[src/rtl/es_ports.sv]
// Parametrised CPU I/O port unit: N channels of W bits with synchronised inputs,
// sticky change flags feeding a maskable irq, and level or timed-pulse outputs.
module es_ports #(
  parameter int N     = 4,
  parameter int W     = 8,
  parameter int PULSE = 3,
  localparam int AW   = $clog2(N + 3)
) (
  input  logic           clk,
  input  logic           reset,
  input  logic [AW-1:0]  addr,
  input  logic           we,
  input  logic           re,
  input  logic [W-1:0]   wdata,
  output logic [W-1:0]   rdata,
  input  logic [N*W-1:0] e,
  output logic [N*W-1:0] s,
  output logic           irq
);

  localparam int CW = $clog2(PULSE + 1);
  localparam logic [CW-1:0] PULSE_LD = CW'(PULSE);

  logic [N*W-1:0]       sync1, sync2, prev;
  logic [N-1:0]         flags, mask, mode;
  logic [N-1:0][CW-1:0] cnt;
  logic [N-1:0]         set_f, clr_f, pulse_en;
  logic                 mode_wr;
  logic [W-1:0]         rd_val;

  assign irq     = |(flags & mask);
  assign mode_wr = we && (int'(addr) == N + 2);

  always_comb begin
    set_f    = '0;
    clr_f    = '0;
    pulse_en = '0;
    for (int i = 0; i < N; i++) begin
      set_f[i]    = sync2[i*W +: W] != prev[i*W +: W];
      clr_f[i]    = (re && int'(addr) == i) || (we && int'(addr) == N && wdata[i]);
      // A same-cycle MODE write decides whether a data write starts a pulse.
      pulse_en[i] = mode_wr ? wdata[i] : mode[i];
    end
  end

  always_comb begin
    rd_val = '0;
    if (int'(addr) < N)
      rd_val = sync2[int'(addr)*W +: W];
    else if (int'(addr) == N)
      rd_val[N-1:0] = flags;
    else if (int'(addr) == N + 1)
      rd_val[N-1:0] = mask;
    else if (int'(addr) == N + 2)
      rd_val[N-1:0] = mode;
  end

  always_ff @(posedge clk or negedge reset) begin
    if (!reset) begin
      sync1 <= '0;
      sync2 <= '0;
      prev  <= '0;
      flags <= '0;
      mask  <= '0;
      mode  <= '0;
      cnt   <= '0;
      s     <= '0;
      rdata <= '0;
    end else begin
      sync1 <= e;
      sync2 <= sync1;
      prev  <= sync2;
      // Set wins over a clear arriving on the same edge.
      flags <= (flags & ~clr_f) | set_f;
      if (re)
        rdata <= rd_val;
      if (we && int'(addr) == N + 1)
        mask <= wdata[N-1:0];
      if (mode_wr)
        mode <= wdata[N-1:0];
      for (int i = 0; i < N; i++) begin
        if (we && int'(addr) == i) begin
          s[i*W +: W] <= wdata;
          cnt[i]      <= pulse_en[i] ? PULSE_LD : '0;
        end else if (mode_wr && !wdata[i]) begin
          cnt[i] <= '0;
        end else if (mode[i] && cnt[i] != '0) begin
          cnt[i] <= cnt[i] - 1'b1;
          if (cnt[i] == CW'(1))
            s[i*W +: W] <= '0;
        end
      end
    end
  end

endmodule

[config.mk]
export PLATFORM = sky130hd
export DESIGN_NAME = es_ports
export DESIGN_NICKNAME = d
export VERILOG_FILES = /design/src/rtl/es_ports.sv
export SDC_FILE = /design/constraint.sdc
export NUM_CORES = 1
export LEC_CHECK = 0
export ABC_AREA = 1
export CAP_MARGIN = 20
export CORE_MARGIN = 2
export CORE_UTILIZATION = 55
export CTS_CLUSTER_DIAMETER = 50
export DETAILED_ROUTE_END_ITERATION = 8
export PLACE_DENSITY = 0.87
export SKIP_LAST_GASP = 1
export SLEW_MARGIN = 20
export SYNTH_ARGS = -nofsm -noshare
export SYNTH_HDL_FRONTEND = slang
export SYNTH_SLANG_ARGS = --single-unit
[constraint.sdc]
create_clock -name clk -period 3.7 [get_ports clk]
set_clock_uncertainty 0.15 [all_clocks]
set_input_delay 0.74 -clock clk [delete_from_list [all_inputs] [get_ports clk]]
set_output_delay 0.74 -clock clk [all_outputs]
set_load 0.01 [all_outputs]
==> results.py, run 1 <==
metrics = {
    "pwr": {
        "ir_drop_uv": 374.0,
        "power_density_mw_per_mm2": 651.9,
        "leakage_uw": 0.003652,
        "report.power.total_uw": 4904,
    },
    "worst_setup_path": {
        "r2r_start": "cnt[0]",
        "endpoint": "s[5]",
        "worstSetupStartpointType": "input pin",
        "required_ps": 3990,
        "rr_worst_depth": 7,
        "crit_type": "in2reg",
        "r2r_end": "s[5]",
        "worst-path-max-fanout": 13,
        "r2r_slack_ps": 1810,
        "crit_start": "addr[2]",
        "crit_arrival_ps": 2990,
        "cp-end-kind": "register",
    },
    "synth": {
        "synth_fp_nets": 628,
        "synth_top_cell_by_area": "dfrtp_1",
        "synth_top_area_share": 0.6655,
        "syn_area_sq_mm": 0.005866,
        "seq_area_frac_synth": 0.6655,
        "async_reset_ff_frac": 1.000,
        "synth.most_common_cell": "nand2_1",
        "synth_area_per_cell_sq_um": 10.24,
        "ys_top_cells_by_count": "nand2_1 (182), dfrtp_1 (156), inv_1 (56), nand3_1 (45), o21ai_0 (31)",
        "ys_top_cells_by_area": "dfrtp_1 (67%), nand2_1 (12%), nand3_1 (3.8%), inv_1 (3.6%), o21ai_0 (2.6%)",
        "ys_warn_count": 0,
        "ys_ff_latch": 156,
        "netlist_instances": 573,
        "yosys_most_used_dff": "dfrtp_1",
        "yosysUniqueCellTypes": 24,
        "synth_edf_count": 0,
    },
    "grt": {
        "grt_pass1_wl_mm": 21.63,
        "grt_max_degree": 71,
        "gr-total-overflow": 0,
        "grt_pass1_vias": 4565,
        "antenna_found_initial": 0,
        "track_usage": 0.2491,
    },
    "flow_run": {
        "drv_cap": 0,
    },
    "route": {
        "vias_per_cell": 5.383,
        "ant_nets": 0,
        "vias": 4436,
        "detail_route.first_pass.iterations": 6,
        "wirelength_mm": 13.29,
        "drtIter0Drc": 337,
        "wl_per_cell_um": 16.13,
        "drc": 0,
    },
    "sta": {
        "final_max_slew_viol_count": 0,
        "slew_headroom": 0.5764,
        "rsz0062_at_grt": "false",
        "worst_pin_slew_ps": 633.1,
        "fmax_mhz": 370.3,
        "hold_viol_final": 0,
        "setup_tns_ps": 0,
        "min_period_ps": 2700,
        "setup_violations": 0,
        "fin_crit_sh": 0.7299,
    },
    "clock_network": {
        "path_clk_slew_ps": 60,
        "clock-sinks": 156,
        "cts_tree": "yes",
        "clockBufferDepth": 2,
        "cts-resized-gates": 0,
        "cts_setup_buffers": 0,
        "cts_inserted_buffers": 17,
        "insertion_delay_ps": 530,
        "cts-root-buf": "clkbuf_8",
        "ctsHoldBuffers": 0,
        "htreeDepth": 4,
    },
    "hold_path": {
        "hold_path_class": "in2async",
    },
    "status": {
        "status": "finished, final reports clean",
    },
    "cells_and_area": {
        "regArea_sq_mm": 0.003904,
        "drive_above_1_share": 0.07413,
        "n_antenna_cell": 0,
        "multiInputGateArea_sq_mm": 0.001704,
        "num-fill-cells": 673,
        "fin_nets": 730,
        "area_growth_syn_to_layout_pct": 28.26,
    },
    "die": {
        "row_count": 37,
        "die_area_sq_mm": 0.01151,
        "start_util": 0.5682,
        "die_y_um": 107.3,
        "ios": 88,
        "core_sq_mm": 0.01032,
        "die_w_um": 107.3,
    },
    "placed_design": {
        "place_hpwl_mm": 9.004,
        "place.gp.congestion": 0.9076,
        "port_buffers": 87,
    },
}
## registers in the layout, summed over array words and instances (netlist names)
signal,flops
mask,4
rdata,8
mode,4
cnt,8
prev,32
sync2,32
sync1,32
flags,4
s,32
## cells by family (layout without fill, tap and decap cells)
kind of cell / Yosys count / count (layout) / share of synthesized area
simple gates: 282 / 282 / 0.2071
flops: 156 / 156 / 0.6655
xor+xnor: 20 / 20 / 0.02986
compound gates: 41 / 41 / 0.03648
buf+inv: 66 / 181 / 0.04394
fa+ha+maj: 8 / 8 / 0.01707
## where the power goes
part	internal [uW]	total (uW)	switching, uW
registers	1950	2100	159
logic	481	1020	543
clock network	1090	1780	688
total	3510	4900	1390
## worst min-delay path by stage
| stage | startpoint | end | slack, ps |
|---|---|---|---|
| after floorplan | sync1[0] | sync2[0] | 180 |
| final | reset | cnt[2] | 40 |
| after detailed placement | sync1[28] | sync2[28] | 180 |
| after CTS | reset | s[9] | 50 |
| after global placement | sync1[26] | sync2[26] | 180 |
| after global routing | reset | s[9] | 80 |
## cell type report
type | instances | area share
Clock inverter | 12 | 0.02145
Clock buffer | 20 | 0.06054
Sequential cell | 156 | 0.5189
Tap cell | 136 | 0.02262
Timing Repair Buffer | 90 | 0.1206
Inverter | 59 | 0.02944
Multi-Input combinational cell | 351 | 0.2265
## metrics by stage
step	hold WS, ps	worst slack, ps	area (sq um)	std cells	util
after CTS	54.96	1068	7523	824	0.7288
after floorplan	181.2	1896	5866	573	-
after global placement	182.9	781.7	6907	792	0.6690
after global routing	76.85	840.1	7523	824	0.7288
after detailed placement	184.7	627.3	6907	792	0.6690
final	37.68	999.5	7523	824	0.7288
## critical path: stages
cell and delay [ps]:
clkdlybuf4s50_1 770, clkinv_1 360, nand3_1 450, o21ai_0 200, nand2_1 250, nand2_1 110
o21ai_0 100
## placed cells by master, fill, tap and decap left out, drive strengths merged
cell,instances
clkinv,6
clkinvlp,3
xor2,9
o21ai,31
dfrtp,156
bufinv,3
nand3b,1
clkdlybuf4s50,86
xnor2,11
buf,4
a21oi,7
ha,8
clkbuf,20
o21a,1
or2,12
o211ai,1
o2111ai,1
nor2,17
nand3,45
nand4,18
nand2,182
nor3,7
inv,59
## metal layers
layer  GRT usage  vias up  wire (um)
met4      0.1364        0        510
met5           0        -          0
met1      0.2878     2110       5076
li1            -     2032          -
met2      0.4182      242       6602
met3     0.07203       52       1098
Note: power is estimated with default switching activity, not from simulation.
==> inputs of run 2 (changes only) <==
--- a/config.mk
+++ b/config.mk
@@ -8,10 +8,10 @@
 export ABC_AREA = 1
 export CAP_MARGIN = 20
 export CORE_MARGIN = 2
-export CORE_UTILIZATION = 55
+export CORE_UTILIZATION = 48
 export CTS_CLUSTER_DIAMETER = 50
 export DETAILED_ROUTE_END_ITERATION = 8
-export PLACE_DENSITY = 0.87
+export PLACE_DENSITY = 0.81
 export SKIP_LAST_GASP = 1
 export SLEW_MARGIN = 20
 export SYNTH_ARGS = -nofsm -noshare
==> constraint.sdc (replaced) <==
create_clock -name clk -period 2.4 [get_ports clk]
set_clock_uncertainty 0.15 [all_clocks]
set_input_delay 0.48 -clock clk [delete_from_list [all_inputs] [get_ports clk]]
set_output_delay 0.48 -clock clk [all_outputs]
set_load 0.01 [all_outputs]
==> run 2 against run 1 <==
Net effect: die area grew 14%; combinational power up 53%; non-clock buffer count rose by 13; critical endpoint is now irq; critical path depth shrank 4; via count decreased by 0.61%; clock power is 43% higher; sequential power grew 54%; routed wire length shrank 5.1%; register-to-register slack got worse by 1200 ps; clock-buffer cell count is 3 lower; sequential share of layout area decreased by 0.45 points.
==> results.py, run 2 (same netlist as run 1, synthesis figures left out) <==
metrics = {
    "route": {
        "drc": 0,
        "vias": 4409,
        "ant_nets": 0,
        "vias_per_cell": 5.199,
        "drtIter0Drc": 385,
        "wl_per_cell_um": 14.88,
        "detail_route.first_pass.iterations": 5,
        "wirelength_mm": 12.62,
    },
    "pwr": {
        "power_density_mw_per_mm2": 966.4,
        "seq_power_share": 0.441,
        "p_comb_frac": 0.213,
        "internal_power_uw": 5122,
        "power.net_switching_uw": 2213,
        "leakage_uw": 0.003698,
        "ir_drop_uv": 528.8,
        "p_clk_frac": 0.346,
        "swShare": 0.3016,
    },
    "sta": {
        "setup_violations": 0,
        "hold_viol_final": 0,
        "min_period_ps": 2194,
        "setup_tns_ps": 0,
        "rsz0062_at_grt": "false",
        "timing.hold.ws_ps": 195.8,
        "slew_headroom": 0.7180,
        "fin_crit_sh": 0.9144,
        "worst_pin_slew_ps": 421.7,
        "final_max_slew_viol_count": 0,
        "fmax_mhz": 455.7,
    },
    "worst_setup_path": {
        "cp-end-kind": "primary output",
        "path_cells": "nand2_1, nand4_1, clkdlybuf4s50_1",
        "cp_top_family": "buffers and inverters",
        "required_ps": 1770,
        "cp.depth": 3,
        "worst-path-max-fanout": 3,
        "crit_type": "reg2out",
        "worstSetupStartpointType": "register",
        "max_stage_delay_ps": 580,
        "critPathSlowestCell": "clkdlybuf4s50_1",
        "rr_worst_depth": 7,
        "crit_buf_inv": 1,
        "crit_arrival_ps": 1560,
    },
    "grt": {
        "track_usage": 0.2047,
        "grt_pass1_wl_mm": 20.69,
        "grt_max_degree": 73,
        "gr-usage-met1": 0.2440,
        "busiest_layer": "met2",
        "use_met2": 0.3424,
        "antenna_found_initial": 0,
        "grt_pass1_vias": 4440,
        "grt_use_met3": 0.05135,
        "gr-total-overflow": 0,
    },
    "cells_and_area": {
        "area_growth_syn_to_layout_pct": 29.39,
        "final_common_cell": "nand2_1",
        "drive_above_1_share": 0.08987,
        "fin_nets": 743,
        "n_antenna_cell": 0,
        "postLayoutCoreUtil": 0.6345,
        "layout_common_cells": "nand2_1 (182), dfrtp_1 (156), clkdlybuf4s50_1 (86)",
    },
    "clock_network": {
        "clock-sinks": 156,
        "clockBufferDepth": 2,
        "htreeDepth": 4,
        "cts-resized-gates": 0,
        "cts_inserted_buffers": 17,
        "insertion_delay_ps": 420,
        "cts_tree": "yes",
        "cts-root-buf": "clkbuf_16",
        "path_clk_slew_ps": 70,
        "cts_setup_buffers": 0,
    },
    "die": {
        "core_sq_mm": 0.01196,
        "die_y_um": 114.5,
        "die_area_sq_mm": 0.01312,
        "ios": 88,
        "start_util": 0.4904,
        "row_count": 40,
        "die_w_um": 114.5,
    },
    "status": {
        "status": "finished, final reports clean",
    },
    "placed_design": {
        "place.gp.congestion": 0.8983,
        "port_buffers": 87,
        "place_hpwl_mm": 9.046,
    },
    "flow_run": {
        "drv_cap": 0,
    },
    "hold_path": {
        "whs_path_depth": 0,
        "hold_path_class": "reg2reg",
    },
}
==> run 2: cell types whose count changed in the layout (fill, tap and decap cells not counted) <==
cell           previous run  this run
bufinv_16                 3         0
clkbuf_8                  4         0
clkinv_8                  0         1
clkinvlp_4                3         1
inv_6                     2         5
clkbuf_16                16        17
inv_8                     0         4
dlygate4sd3_1             0         1
buf_4                     2        14
==> run 2: metal layers <==
metal	part of all wire	vias up
li1	-	2042
met1	0.40	2114
met2	0.50	217
met3	0.067	36
met4	0.033	0
met5	0	-
==> run 2: through the flow <==
stage	total power [uW]	cell area (sq um)	cells	worst slack [ps]
floorplan	4035	5866	573	836.1
finish	7335	7590	848	205.5
global placement	4704	7010	815	108.3
global route	7732	7590	848	141.7
CTS	7376	7590	848	211.8
detailed placement	4823	7010	815	-22.79
==> run 2: area by class of cell <==
class,count,area [sq um]
inverter,59,221.5
clock inverter,15,143.9
timing repair buffer,103,1007
clock buffer,17,425.4
multi-input combinational,351,1704
fill,910,4372
sequential,156,3904
tap,147,183.9
==> run 2: power by group through the flow <==
stage | clock, uW | combinational [uW] | sequential, uW
global placement | 0 | 1450 | 3250
detailed placement | 0 | 1550 | 3270
global route | 2700 | 1760 | 3270
finish | 2540 | 1560 | 3240
CTS | 2580 | 1570 | 3230
floorplan | 0 | 724 | 3310
==> run 2: path summary, 6_finish.rpt <==
| check | startpoint | endpoint | slack, ps |
|---|---|---|---|
| setup / recovery | flags[0] | irq | 210 |
| hold / removal | sync1[18] | sync2[18] | 200 |
| setup reg to reg | cnt[4] | s[19] | 580 |
| hold reg to reg | sync1[18] | sync2[18] | 200 |
| max in group asynchronous | reset | cnt[1] | 1040 |
| min in group asynchronous | reset | s[10] | 360 |
==> run 2: repair_timing <==
item / in CTS / in global routing
endpoints found under the setup margin: 0 / 0
hold buffers: 1 / 0
endpoints found under the hold margin: 31 / 0
==> inputs of run 3 (changes only) <==
--- a/config.mk
+++ b/config.mk
@@ -7,6 +7,7 @@
 export LEC_CHECK = 0
 export ABC_AREA = 1
 export CAP_MARGIN = 20
+export CORE_ASPECT_RATIO = 1.2
 export CORE_MARGIN = 2
 export CORE_UTILIZATION = 48
 export CTS_CLUSTER_DIAMETER = 50
==> run 3 against run 2 <==
Net effect: non-clock buffer count increased by 2; sequential cell count unchanged; design area increased by 1.0%; worst hold slack got worse by 1.7 ps; combinational power about the same; highest routed layer unchanged.
==> results.py, run 3 (same netlist as run 1, synthesis figures left out) <==
metrics = {
    "clock_network": {
        "cts-root-buf": "clkbuf_16",
        "cts_inserted_buffers": 17,
        "clock-sinks": 156,
        "htreeDepth": 4,
        "insertion_delay_ps": 420,
        "cts_tree": "yes",
        "cts_setup_buffers": 0,
        "path_clk_slew_ps": 60,
        "clockBufferDepth": 2,
    },
    "sta": {
        "timing.hold.ws_ps": 194.1,
        "fmax_mhz": 456.7,
        "rsz0062_at_grt": "false",
        "setup_tns_ps": 0,
        "min_period_ps": 2190,
        "slew_headroom": 0.6273,
        "final_max_slew_viol_count": 0,
        "hold_viol_final": 0,
        "setup_violations": 0,
        "worst_pin_slew_ps": 557.0,
        "fin_crit_sh": 0.9123,
    },
    "cells_and_area": {
        "final_common_cell": "nand2_1",
        "fin_nets": 745,
        "area_growth_syn_to_layout_pct": 30.72,
        "num-fill-cells": 957,
        "layout_common_cells": "nand2_1 (182), dfrtp_1 (156), clkdlybuf4s50_1 (86)",
        "n_antenna_cell": 0,
        "drive_above_1_share": 0.09246,
        "final_cells": 864,
        "regArea_sq_mm": 0.003904,
        "multiInputGateArea_sq_mm": 0.001704,
    },
    "route": {
        "vias": 4407,
        "detail_route.first_pass.iterations": 5,
        "drc": 0,
        "vias_per_cell": 5.101,
        "wl_per_cell_um": 14.86,
        "wirelength_mm": 12.84,
        "ant_nets": 0,
        "drtIter0Drc": 268,
    },
    "grt": {
        "grt_pass1_vias": 4672,
        "grt_pass1_wl_mm": 21.50,
        "gr-total-overflow": 0,
        "antenna_found_initial": 0,
        "grt_max_degree": 70,
        "track_usage": 0.2096,
    },
    "worst_setup_path": {
        "max_stage_delay_ps": 550,
        "crit_type": "reg2out",
        "critPathSlowestCell": "clkdlybuf4s50_1",
        "required_ps": 1770,
        "worst-path-max-fanout": 3,
        "worstSetupStartpointType": "register",
        "crit_buf_inv": 1,
        "cp_top_family": "buffers and inverters",
        "cp-end-kind": "primary output",
        "path_cells": "nand2_1, nand4_1, clkdlybuf4s50_1",
        "crit_arrival_ps": 1560,
    },
    "placed_design": {
        "port_buffers": 87,
        "place_inst": 831,
        "place_hpwl_mm": 9.479,
        "place.gp.congestion": 0.9023,
    },
    "status": {
        "status": "finished, final reports clean",
    },
    "die": {
        "die_y_um": 125.1,
        "ios": 88,
        "row_count": 44,
        "die_w_um": 104.9,
        "start_util": 0.4887,
        "die_area_sq_mm": 0.01312,
        "core_sq_mm": 0.01200,
    },
    "pwr": {
        "report.power.total_uw": 7503,
        "ir_drop_uv": 721.5,
        "leakage_uw": 0.003728,
        "power_density_mw_per_mm2": 978.5,
    },
    "hold_path": {
        "hold_path_class": "reg2reg",
    },
    "flow_run": {
        "drv_cap": 0,
    },
}
## run 3: cell types whose count changed in the layout (fill, tap and decap cells not counted)
cell	change
buf_4	+1
bufinv_16	+2
clkinv_4	-2
inv_6	+2
buf_12	+1
inv_8	-1
clkinv_8	-1
## run 3: report_power, final
group | internal [uW] | switching, uW | total (uW)
Combinational | 759 | 829 | 1590
Clock | 1570 | 1110 | 2680
Sequential | 3000 | 232 | 3230
## run 3: area by class of cell
cell class | instances | area share
sequential | 156 | 0.5091
inverter | 59 | 0.02888
timing repair buffer | 105 | 0.1350
clock inverter | 15 | 0.02301
tap | 161 | 0.02627
multi-input combinational | 351 | 0.2223
clock buffer | 17 | 0.05548
## run 3: routing by layer
metal | vias up | global-route usage | routed length (um)
li1 | 2066 | - | -
met1 | 2091 | 0.2386 | 4931
met2 | 193 | 0.3556 | 6465
met3 | 57 | 0.04380 | 753
met4 | 0 | 0.1388 | 690
met5 | - | 0 | 0
## run 3: worst paths after layout
kind                       slack (ps)  cells after the start  startpoint   endpoint
max in group asynchronous        1030                      3       reset  sync1[20]
setup reg to reg                  580                      7      cnt[0]       s[1]
min in group asynchronous         400                      2       reset      s[10]
hold / removal                    190                      0    sync1[5]   sync2[5]
setup / recovery                  210                      3     mask[1]        irq
hold reg to reg                   190                      0    sync1[5]   sync2[5]
## run 3: through the flow
step	worst slack (ps)	utilization	cell area, sq um
2_1_floorplan	836.1	-	5866
3_3_place_gp	108.6	0.5879	7056
3_5_place_dp	92.52	0.5879	7056
4_1_cts	210.8	0.6389	7667
5_1_grt	157.6	0.6389	7667
6_report	210.4	0.6389	7667
## run 3: repair_timing
action	in CTS	in global routing
hold endpoints to repair	38	0
resized for setup	0	0
setup endpoints to repair	0	0
hold buffers	1	0
